==> config.mk <==
export PLATFORM = sky130hd
export DESIGN_NAME = add64_seq
export DESIGN_NICKNAME = d
export VERILOG_FILES = /design/src/rtl/add_pkg.sv /design/src/rtl/add64_seq_adder32.sv /design/src/rtl/add64_seq.sv
export SDC_FILE = /design/constraint.sdc
export NUM_CORES = 1
export LEC_CHECK = 0
export BUFFER_PORTS_ARGS = -buffer_cell sky130_fd_sc_hd__buf_2
export CORE_MARGIN = 3
export CORE_UTILIZATION = 60
export CTS_BUF_LIST = sky130_fd_sc_hd__clkbuf_2 sky130_fd_sc_hd__clkbuf_4 sky130_fd_sc_hd__clkbuf_8
export DETAILED_ROUTE_END_ITERATION = 7
export GPL_ROUTABILITY_DRIVEN = 0
export PLACE_DENSITY = 0.85
export SLEW_MARGIN = 20
export SYNTH_ARGS = -nofsm -noshare
export SYNTH_HDL_FRONTEND = slang
export SYNTH_HIERARCHICAL = 1
export SYNTH_SLANG_ARGS = --single-unit
==> constraint.sdc <==
create_clock -name clk -period 29.1 [get_ports clk]
set_input_delay 4.365 -clock clk [delete_from_list [all_inputs] [get_ports clk]]
set_output_delay 4.365 -clock clk [all_outputs]
set_load 0.02 [all_outputs]
==> src/rtl/add_pkg.sv <==
// Shared types and widths for the two-pass 64-bit adder.
package add_pkg;

    localparam int unsigned OP_W    = 64;
    localparam int unsigned SLICE_W = 32;

    typedef enum logic [1:0] {
        IDLE = 2'd0,
        LO   = 2'd1,
        HI   = 2'd2,
        DONE = 2'd3
    } state_t;

endpackage

==> src/rtl/add64_seq_adder32.sv <==
// 32-bit ripple-carry adder slice, reused for both halves of the 64-bit add.
module adder32
    import add_pkg::*;
(
    input  logic [SLICE_W-1:0] in1,
    input  logic [SLICE_W-1:0] in2,
    input  logic               in_carry,
    output logic [SLICE_W-1:0] out,
    output logic               out_carry
);

    logic w_c;

    always_comb begin
        w_c = in_carry;
        out = '0;
        for (int unsigned i = 0; i < SLICE_W; i++) begin
            out[i] = in1[i] ^ in2[i] ^ w_c;
            w_c    = (in1[i] & in2[i]) | (w_c & (in1[i] ^ in2[i]));
        end
        out_carry = w_c;
    end

endmodule

==> src/rtl/add64_seq.sv <==
// 64-bit add/subtract computed over two cycles with one shared 32-bit slice,
// valid/ready on both sides.
module add64_seq
    import add_pkg::*;
#(
    parameter bit SUB_EN = 1'b1
)
(
    input  logic            clk,
    input  logic            rst_n,
    input  logic            in_valid,
    output logic            in_ready,
    input  logic [OP_W-1:0] in_a,
    input  logic [OP_W-1:0] in_b,
    input  logic            in_sub,
    input  logic            in_carry,
    output logic            out_valid,
    input  logic            out_ready,
    output logic [OP_W-1:0] out_sum,
    output logic            out_carry,
    output logic            out_zero,
    output logic            out_ovf
);

    state_t               r_state;
    state_t               w_state_nxt;
    logic                 w_in_ready;
    logic                 w_accept;
    logic                 w_sub;
    logic                 w_hi;

    logic [OP_W-1:0]      r_a;
    logic [OP_W-1:0]      r_b;
    logic                 r_c0;
    logic                 r_c32;
    logic [SLICE_W-1:0]   r_lo;
    logic [OP_W-1:0]      r_sum;
    logic                 r_carry;
    logic                 r_zero;
    logic                 r_ovf;
    logic                 r_out_valid;

    logic [SLICE_W-1:0]   w_in1;
    logic [SLICE_W-1:0]   w_in2;
    logic                 w_cin;
    logic [SLICE_W-1:0]   w_add_out;
    logic                 w_add_co;
    logic [OP_W-1:0]      w_full_sum;

    assign w_sub = SUB_EN ? in_sub : 1'b0;

    // State register.
    always_ff @(posedge clk or negedge rst_n) begin
        if (!rst_n) r_state <= IDLE;
        else        r_state <= w_state_nxt;
    end

    // Next state and the only combinational handshake output.
    always_comb begin
        w_state_nxt = r_state;
        w_in_ready  = 1'b0;
        case (r_state)
            IDLE: begin
                w_in_ready = 1'b1;
                if (in_valid) w_state_nxt = LO;
            end
            LO:   w_state_nxt = HI;
            HI:   w_state_nxt = DONE;
            DONE: begin
                w_in_ready = out_ready;
                if (out_ready) w_state_nxt = in_valid ? LO : IDLE;
            end
            default: w_state_nxt = IDLE;
        endcase
    end

    assign w_accept = in_valid && w_in_ready;
    assign in_ready = w_in_ready;

    // Slice operands: low halves in LO, high halves plus inter-half carry in HI.
    assign w_hi  = (r_state == HI);
    assign w_in1 = w_hi ? r_a[OP_W-1:SLICE_W] : r_a[SLICE_W-1:0];
    assign w_in2 = w_hi ? r_b[OP_W-1:SLICE_W] : r_b[SLICE_W-1:0];
    assign w_cin = w_hi ? r_c32 : r_c0;

    adder32 u_adder32 (
        .in1       (w_in1),
        .in2       (w_in2),
        .in_carry  (w_cin),
        .out       (w_add_out),
        .out_carry (w_add_co)
    );

    assign w_full_sum = {w_add_out, r_lo};

    // Operand capture, low-half staging, and result registers (updated only in HI).
    always_ff @(posedge clk or negedge rst_n) begin
        if (!rst_n) begin
            r_a         <= '0;
            r_b         <= '0;
            r_c0        <= 1'b0;
            r_c32       <= 1'b0;
            r_lo        <= '0;
            r_sum       <= '0;
            r_carry     <= 1'b0;
            r_zero      <= 1'b0;
            r_ovf       <= 1'b0;
            r_out_valid <= 1'b0;
        end else begin
            if (w_accept) begin
                r_a  <= in_a;
                r_b  <= w_sub ? ~in_b : in_b;
                r_c0 <= w_sub ? 1'b1 : in_carry;
            end
            if (r_state == LO) begin
                r_lo  <= w_add_out;
                r_c32 <= w_add_co;
            end
            if (r_state == HI) begin
                r_sum       <= w_full_sum;
                r_carry     <= w_add_co;
                r_zero      <= (w_full_sum == '0);
                r_ovf       <= (r_a[OP_W-1] == r_b[OP_W-1]) && (w_add_out[SLICE_W-1] != r_a[OP_W-1]);
                r_out_valid <= 1'b1;
            end else if (r_state == DONE && out_ready) begin
                r_out_valid <= 1'b0;
            end
        end
    end

    assign out_valid = r_out_valid;
    assign out_sum   = r_sum;
    assign out_carry = r_carry;
    assign out_zero  = r_zero;
    assign out_ovf   = r_ovf;

endmodule

==> results of run 1 <==
==> final cells by class <==
class | count | area [um2]
timing repair buffer | 208 | 1070
fill | 1155 | 4730
clock buffer | 62 | 791
inverter | 15 | 56.3
clock inverter | 3 | 15.0
multi-input combinational | 499 | 4670
sequential | 232 | 5810
tap | 225 | 282
==> sequential cells by signal, summed over array words and instances, names as in the netlist <==
register,cells
r_state,2
out_ovf,1
out_carry,1
r_b,64
out_zero,1
r_a,64
r_c32,1
r_lo,32
out_valid,1
r_c0,1
out_sum,64
==> routing by layer <==
| metal | vias to the layer above | wire length [um] | track usage [%] |
|---|---|---|---|
| met5 | - | 26 | 0 |
| met4 | 4 | 478 | 7.45 |
| met3 | 37 | 1470 | 5.29 |
| met2 | 220 | 11700 | 39.6 |
| met1 | 3485 | 9870 | 33.4 |
| li1 | 3140 | - | - |
==> synth_stat cells <==
master / n
nand3_1: 1
or3b_2: 1
xnor2_1: 64
clkbuf_1: 12
nor4_1: 14
mux2_2: 228
buf_6: 2
buf_2: 25
nor3b_2: 1
nand2_1: 2
buf_4: 8
o21a_1: 1
inv_1: 15
o21ai_0: 2
nand4_1: 3
fa_1: 32
a21oi_1: 67
o22ai_1: 3
or4_1: 1
nand3b_1: 1
a21o_1: 1
nor2_1: 69
ha_1: 4
nor3_1: 1
nor4b_2: 1
dfrtp_1: 232
a31oi_1: 1
and3_1: 1
==> worst min-delay path by stage <==
stage | start | to | slack (ns) | cells past startpoint
final | out_valid | out_valid | 0.48 | 1
after global routing | out_valid | out_valid | 0.50 | 1
after CTS | out_valid | out_valid | 0.49 | 1
after detailed placement | out_valid | out_valid | 0.48 | 1
after global placement | r_a[41] | r_a[41] | 0.48 | 1
after floorplan | r_a[38] | r_a[38] | 0.47 | 1
==> worst reg2reg max path: cells and delay by family (launching register included) <==
kind / cells / cell delay [ns]
DFF: 1 / 0.42
AOI/OAI and AO/OA: 1 / 0.17
and+or+nand+nor: 1 / 0.45
adders and majority gates: 33 / 12.92
muxes: 1 / 0.40
buffers and inverters: 5 / 0.48
==> power groups by stage <==
stage                     combinational [mW]  clock [mW]  sequential, mW
final                                   1.01       0.294           0.600
after global routing                    1.10       0.315           0.621
after CTS                               1.01       0.301           0.599
after detailed placement                1.01           0           0.603
after global placement                 0.971           0           0.595
after floorplan                        0.669           0           0.628
==> stage by stage <==
step,area (um2),worst slack [ns],hold slack (ns),utilization [%],std cells
global route,12700,13.69,0.504,72.8,1244
floorplan,10800,14.73,0.475,-,793
finish,12700,14.19,0.484,72.8,1244
CTS,12700,14.19,0.494,72.8,1244
global placement,11900,14.46,0.483,68.2,1179
detailed placement,11900,14.20,0.480,68.2,1179
==> cells in the final DEF, fill, tap and decap left out, types with 3 or more instances in the layout <==
master | synthesis | routed
clkbuf_4 | 0 | 10
a21oi_1 | 67 | 67
clkinv_2 | 0 | 3
buf_2 | 25 | 200
xnor2_1 | 64 | 64
clkbuf_8 | 0 | 52
nand4_1 | 3 | 3
o22ai_1 | 3 | 3
dfrtp_1 | 232 | 232
inv_1 | 15 | 15
nor2_1 | 69 | 69
fa_1 | 32 | 32
buf_4 | 8 | 6
mux2_2 | 228 | 228
nor4_1 | 14 | 14
==> logic make-up (layout without fill, tap and decap cells) <==
family / count (synthesis) / after routing / synth area share (%)
AO/OA/AOI/OAI: 75 / 75 / 3.58
XOR/XNOR: 64 / 64 / 5.21
adder cells (fa/ha/maj): 36 / 36 / 6.42
buffers and inverters: 62 / 288 / 2.87
flip-flops: 232 / 232 / 54.0
multiplexers: 228 / 228 / 23.9
AND/OR/NAND/NOR: 96 / 96 / 4.09
==> results.yml, run 1 <==
clock_network:
  clk_latency_ns: 0.51
  cts.hold.buffers_added: 0
  cts_root_buffer: "clkbuf_8"
  postCtsSetupRepairBufs: 0
  clockBufferDepth: 3
  post_cts_resized: 0
  cts_tree: "yes"
  numCtsBuffers: 38
  clk_pin_slew_ns: 0.06
  clock_sinks: 232
  htreeDepth: 2
floorplan:
  die-height_um: 140
  rows: 48
  die_width_um: 140
  initial_core_util_pct: 61.8
  core-area_mm2: 0.0174
  io_pins: 203
  die-area_mm2: 0.0196
yosys:
  yosysSeqAreaShare_pct: 54.0
  syn_area_mm2: 0.0108
  syn_area_per_cell_um2: 13.6
  synth_top_area_share_pct: 54.0
  synthesis.nets: 963
  ys.warnings.count: 6
  synthTopCellsByArea: "dfrtp_1 (54%), mux2_2 (24%), fa_1 (6.0%)"
  syn_inst: 793
  ys_ff_latch: 232
  synth_largest_area_cell: "dfrtp_1"
  synthDistinctLibCells: 28
timing:
  worst_slew_pin_slew_ns: 1.11
  rsz0062_at_grt: "false"
  final-hold-violation-count: 0
  skew_ns: 0.0131
  tns_ns: 0
  max-slew-margin-rel_pct: 25.9
  max_freq_mhz: 67.1
  period_share_pct: 51.2
  slew_violations: 0
  min_period_ns: 14.91
  finalSetupViolCount: 0
routing:
  via_per_inst: 5.54
  drtPass1Iterations: 5
  num_vias: 6886
  ant_nets: 0
  drt_iter0_drc: 369
  wl_per_cell_um: 18.9
  finalWirelength_um: 23500
  drt_drc_violations_left: 0
worst_setup_path:
  critPathKind: "reg -> reg"
  path_max_fanout: 16
  cp_slowest_cell: "or3b_2"
  required_ns: 29.53
  max_stage_delay_ns: 0.45
  reg2regPathDepth: 41
  critPathLaunch: "r_state[0]"
  arrival_ns: 15.34
  cp_top_family: "adder cells"
  crit_path_frequent_cell: "fa_1"
  regToRegSetupSlack_ns: 14.19
  start_kind: "flop"
  timing.rr.start: "r_state[0]"
  r2r-end: "out_ovf"
  cp-endpoint: "out_ovf"
  cp.depth: 41
  end_kind: "flop"
  crit_buf_inv: 5
outcome:
  status: "complete, no violations"
run:
  drv_cap: 0
placement:
  io_buffers: 202
  hpwl_um: 16100
pwr:
  p_clk_share_pct: 15.4
  p_sw_mw: 0.750
  swShare_pct: 39.4
  cellPowerDensity_mw_per_mm2: 150
  power.total_mw: 1.90
  leakagePower_nw: 5.53
  p_seq_share_pct: 31.5
  intPower_mw: 1.16
  worst_ir_drop_vdd_mv: 0.105
  combPwrFrac_pct: 53.1
worst_hold_path:
  hold_class: "reg -> reg"
global_route:
  grt_max_degree: 92
  antenna_found_initial: 2
  overflow: 0
  grt_pass1_wl_um: 38400
  grt_pass1_vias: 7374
  grt_use_total_pct: 24.3
final_layout:
  area.growth.synth_to_final_pct: 17.9
  n_antenna_cell: 0
  fin_nets: 1164
  drive_above_1_share_pct: 49.7
Note: power is estimated with default switching activity, not from simulation.
==> run 2, diff against run 1 <==
Settings changed: ABC_AREA set to 1, CORE_UTILIZATION 60 to 58, PLACE_DENSITY 0.85 to 0.83.
Clock period 29.1 ns to 14.7 ns, I/O delays scaled along.
==> run 2 against run 1 <==
Effect of this change:
- sequential share of layout area is 1.2 points lower
- routed wire length is 11% higher
- global-route usage is 0.10 points higher
- first-iteration DRC count is 57% higher
- synthesized cell count is 60% higher
- non-clock buffer count is 4 higher
- clock-buffer cell count is 2 higher
- sequential cell count stayed put
- die area is 7.9% higher
- clock power is 97% higher
- total power is 78% higher
- cell area is 2.7% higher
- critical endpoint unchanged
- highest routed layer is now met4
==> results.yml, run 2 <==
routing:
  top_layer: "met4"
  drtPass1Iterations: 5
  ant_nets: 0
  wl_met3_um: 1500
  drt_drc_violations_left: 0
  via_per_inst: 5.03
  finalWirelength_um: 26000
  wl_per_cell_um: 15.0
  num_vias: 8736
  wl_met2_um: 12100
  m1WireLength_um: 11800
  drt_iter0_drc: 578
floorplan:
  die-height_um: 145
  die_width_um: 145
  rows: 50
  core-area_mm2: 0.0189
  initial_core_util_pct: 59.6
  die-area_mm2: 0.0211
  io_pins: 203
timing:
  rsz0062_at_grt: "false"
  skew_ns: 0.0163
  final.setup.worst_slack_ns: 0.554
  period_share_pct: 96.2
  slew_violations: 0
  final-hold-violation-count: 0
  min_period_ns: 14.15
  finalSetupViolCount: 0
  tns_ns: 0
  worst_slew_pin_slew_ns: 1.09
  max_freq_mhz: 70.7
  max-slew-margin-rel_pct: 27.2
final_layout:
  final_area_mm2: 0.0130
  final_common_cell: "nand2_1"
  area.growth.synth_to_final_pct: 15.7
  instances_no_fill: 1736
  fin_nets: 1618
  drive_above_1_share_pct: 24.0
  final_cell_mix: "nand2_1 (619), dfrtp_1 (232), buf_2 (200)"
yosys:
  synthDistinctLibCells: 23
  synthTopCellsByCount: "nand2_1 (619), dfrtp_1 (232), o21ai_0 (65), o21ai_2 (64), xnor2_1 (64)"
  synthesis.nets: 1437
  yosysSeqAreaShare_pct: 51.6
  synthTopCellsByArea: "dfrtp_1 (52%), nand2_1 (21%), fa_1 (5.7%)"
  syn_area_mm2: 0.0113
  syn_inst: 1267
  synth_largest_area_cell: "dfrtp_1"
  synth_top_area_share_pct: 51.6
  yosys_most_used_dff: "dfrtp_1"
  ys_ff_latch: 232
  synth_async_sr_flop_share_pct: 100
  ys.warnings.count: 6
  syn_area_per_cell_um2: 8.89
  synth_edf_count: 0
  yosysMostFrequentCell: "nand2_1"
global_route:
  grt_max_degree: 116
  grt_use_total_pct: 24.4
  antenna_found_initial: 0
  grt_pass1_wl_um: 42300
  overflow: 0
  grt_pass1_vias: 8455
worst_hold_path:
  hold_class: "reg -> reg"
  hold_path_depth: 2
pwr:
  swShare_pct: 45.1
  leakagePower_nw: 6.90
  p_clk_share_pct: 17.0
  cellPowerDensity_mw_per_mm2: 261
  p_seq_share_pct: 32.3
  power.total_mw: 3.40
  intPower_mw: 1.87
  combPwrFrac_pct: 50.7
  worst_ir_drop_vdd_mv: 0.104
  p_sw_mw: 1.53
worst_setup_path:
  critPathKind: "reg -> reg"
  end_kind: "flop"
  start_kind: "flop"
  path_max_fanout: 5
  max_stage_delay_ns: 0.43
  reg2regPathDepth: 45
  arrival_ns: 14.59
  required_ns: 15.14
  cp_slowest_cell: "fa_1"
  crit_path_frequent_cell: "fa_1"
clock_network:
  htreeDepth: 2
  cts_tree: "yes"
  clockBufferDepth: 3
  clock_sinks: 232
  cts_root_buffer: "clkbuf_8"
  numCtsBuffers: 38
  clk_pin_slew_ns: 0.06
  clk_latency_ns: 0.52
run:
  drv_cap: 0
placement:
  io_buffers: 202
  hpwl_um: 18200
  dp.cells: 1666
  dp_slack_ns: 0.414
  placed_cell_area_mm2: 0.0122
outcome:
  status: "complete, no violations"
-- run 2: changes by cell type after synthesis, sizes merged, moves of 2 or more --
cell    change
nand2     +619
nor4       -14
o21ai     +127
buf        +22
nor2       -25
clkbuf      +2
nand3       +2
inv        +35
a21oi      -58
mux2      -226
-- run 2: critical path: cells and delay by family, from the launching register on --
kind            cells  cell delay, ns
flops               1            0.38
fa+ha+maj          33           12.59
buf+inv             7            0.63
simple gates        3            0.25
compound gates      2            0.22
-- run 2: cells by family after synthesis --
group,share of synthesized area [%]
AND/OR/NAND/NOR,22.5
XOR/XNOR,4.98
adder cells (fa/ha/maj),6.13
multiplexers,0.200
AO/OA/AOI/OAI,8.48
buffers and inverters,6.09
flip-flops,51.6
-- run 2: what timing repair did --
action,in CTS,in global routing
endpoints found under the setup margin,0,3
buffers inserted,0,2
hold buffers,0,0
gates resized for setup,0,3
endpoints found under the hold margin,0,0
-- run 2: final timing paths --
check,end,slack (ns),start
max,out_ovf,0.55,r_state[0]
min,out_sum[51],0.47,out_sum[51]
max reg2reg,out_ovf,0.55,r_state[0]
min reg2reg,out_sum[51],0.47,out_sum[51]
max in group asynchronous,r_lo[15],11.62,rst_n
min in group asynchronous,r_a[53],1.73,rst_n
-- run 2: through the flow --
stage               util (%)  hold slack, ns
finish                  68.9           0.467
global route            68.9           0.495
CTS                     68.8           0.468
detailed placement      64.6           0.453
global placement        64.6           0.450
floorplan                  -           0.449
-- run 2: power by group through the flow --
| stage | Combinational (mW) | Sequential [mW] | Clock [mW] |
|---|---|---|---|
| final | 1.72 | 1.10 | 0.579 |
| after global routing | 1.92 | 1.13 | 0.618 |
| after CTS | 1.71 | 1.09 | 0.590 |
| after detailed placement | 1.69 | 1.10 | 0 |
| after global placement | 1.65 | 1.09 | 0 |
| after floorplan | 1.15 | 1.16 | 0 |
-- run 2: layout make-up --
type	count	area, um2
fillers	1561	5870
clock inverters	3	15.0
clock buffers	64	787
inverters	50	190
diodes	1	2.50
multi-input cells	914	4800
flip-flops and latches	232	5810
repair buffers	212	1100
well taps	260	325
-- run 2: metal layers --
layer | global-route usage, % | up-vias
met3 | 4.31 | 57
met2 | 38.1 | 277
met4 | 7.31 | 0
li1 | - | 4271
met1 | 35.7 | 4131
met5 | 0 | -
==> run 3, diff against run 2 <==
Clock period 14.7 ns to 13.21 ns, I/O delays scaled along.
==> run 3 against run 2 <==
Effect of this change:
- die area is the same
- largest power group unchanged
- hold slack lost 0.0013 ns
- combinational power grew 15%
- core utilization grew 0.96 points
- global-route usage grew 0.28 points
- critical endpoint unchanged
- sequential power grew 11%
- clock skew shrank 0.0064 ns
- via count grew 0.57%
- cell count grew 0.17%
- total power grew 15%
==> results.yml, run 3 (same netlist as run 2, synthesis figures left out) <==
timing:
  final-hold-violation-count: 0
  period_share_pct: 96.6
  max-slew-margin-rel_pct: 32.8
  slew_violations: 0
  min_period_ns: 12.77
  max_freq_mhz: 78.3
  final.setup.worst_slack_ns: 0.445
  rsz0062_at_grt: "false"
  worst_slew_pin_slew_ns: 1.01
  finalSetupViolCount: 0
  skew_ns: 0.00992
worst_hold_path:
  hold_path_depth: 2
  hold_class: "reg -> reg"
  min-delay-start: "out_sum[22]"
  whs_endpoint: "out_sum[22]"
final_layout:
  fin_nets: 1621
  instances_no_fill: 1739
  final_area_mm2: 0.0132
  regArea_mm2: 0.00581
  fill_cells: 1510
  drive_above_1_share_pct: 26.2
  multi_input_area_mm2: 0.00487
  area.growth.synth_to_final_pct: 17.3
  final_cell_mix: "nand2_1 (619), dfrtp_1 (232), buf_2 (200)"
  n_antenna_cell: 0
  final_common_cell: "nand2_1"
placement:
  placed_cell_area_mm2: 0.0122
  dp_slack_ns: -0.102
  io_buffers: 202
  hpwl_um: 18100
  dp.cells: 1665
pwr:
  leakagePower_nw: 6.91
  cellPowerDensity_mw_per_mm2: 295
  p_clk_share_pct: 18.0
  p_sw_mw: 1.73
  intPower_mw: 2.17
  combPwrFrac_pct: 50.7
  power.total_mw: 3.90
  p_seq_share_pct: 31.3
  swShare_pct: 44.3
  worst_ir_drop_vdd_mv: 0.137
clock_network:
  cts.hold.buffers_added: 0
  cts_tree: "yes"
  clk_pin_slew_ns: 0.06
  clk_latency_ns: 0.52
  clockBufferDepth: 3
  htreeDepth: 2
  clock_sinks: 232
  cts_root_buffer: "clkbuf_8"
  numCtsBuffers: 39
routing:
  top_layer: "met5"
  num_vias: 8786
  via_per_inst: 5.05
  drt_iter0_drc: 614
  finalWirelength_um: 26100
  wl_met2_um: 12200
  ant_nets: 0
  m1WireLength_um: 11300
  wl_per_cell_um: 15.0
  drtPass1Iterations: 5
  drt_drc_violations_left: 0
  wl_met3_um: 1930
floorplan:
  die-height_um: 145
  io_pins: 203
  rows: 50
  core-area_mm2: 0.0189
  die_width_um: 145
  die-area_mm2: 0.0211
  initial_core_util_pct: 59.6
worst_setup_path:
  required_ns: 13.65
  r2r-end: "out_ovf"
  reg2regPathDepth: 43
  end_kind: "flop"
  max_stage_delay_ns: 0.44
  regToRegSetupSlack_ns: 0.44
  start_kind: "flop"
  timing.rr.start: "r_state[0]"
  crit_path_frequent_cell: "fa_2"
  path_max_fanout: 8
  critPathKind: "reg -> reg"
  arrival_ns: 13.21
  cp_slowest_cell: "fa_1"
outcome:
  status: "complete, no violations"
global_route:
  antenna_found_initial: 1
  grt_pass1_wl_um: 42800
  overflow: 0
  grt_pass1_vias: 8651
  grt_use_total_pct: 24.7
  grt_max_degree: 146
run:
  drv_cap: 0
[run 3: cell types whose count changed in the layout (fill, tap and decap cells not counted), moves of 2 or more]
cell / previous run / this run
clkbuf_8: 49 / 51
bufinv_16: 0 / 2
o21ai_0: 65 / 63
o21ai_1: 0 / 2
fa_2: 1 / 28
fa_1: 31 / 4
[run 3: timing repair]
item                                    CTS  global route
gates resized for setup                   1            13
cloned                                    0             0
endpoints found under the setup margin    2             5
buffers inserted                          4             0
pin swaps                                 0             3
[run 3: metrics by stage]
step                setup TNS, ns  utilization (%)  hold slack, ns
finish                          0             69.9           0.466
global route                    0             69.9           0.493
CTS                             0             69.6           0.471
detailed placement         -0.106             64.8           0.455
global placement                0             64.8           0.448
floorplan                       0                -           0.449
[run 3: power groups by stage]
stage	Combinational [mW]	Sequential, mW	Clock, mW
4_1_cts	1.94	1.22	0.713
2_1_floorplan	1.30	1.29	0
6_report	1.98	1.22	0.701
5_1_grt	2.21	1.26	0.746
3_5_place_dp	1.92	1.23	0
3_3_place_gp	1.86	1.21	0
[run 3: per-layer routing]
layer / vias up / GRT usage [%]
met5: - / 0
met4: 2 / 7.79
met3: 52 / 4.81
met2: 317 / 38.4
met1: 4162 / 35.8
li1: 4253 / -
[run 3: critical path, delay by kind of cell, from the launching register on]
kind                     cells  cell delay, ns
AND/OR/NAND/NOR              1            0.11
flip-flops                   1            0.40
adder cells (fa/ha/maj)     33           11.37
AO/OA/AOI/OAI                3            0.30
buffers and inverters        6            0.47
[run 3: cell type report]
cell class              count  share of cell area (%)
inverters                  50                    1.45
clock buffers              65                    6.11
clock inverters             4                   0.531
flip-flops and latches    232                    44.0
repair buffers            214                    8.61
multi-input cells         914                    36.9
well taps                 260                    2.46
[run 3: how the worst max path moves through the flow]
stage	from	cells past startpoint	endpoint
floorplan	r_state[0]	49	out_ovf
global placement	r_state[0]	43	out_ovf
detailed placement	r_state[0]	43	out_ovf
CTS	r_state[0]	45	out_ovf
global route	r_state[0]	45	out_ovf
finish	r_state[0]	43	out_ovf
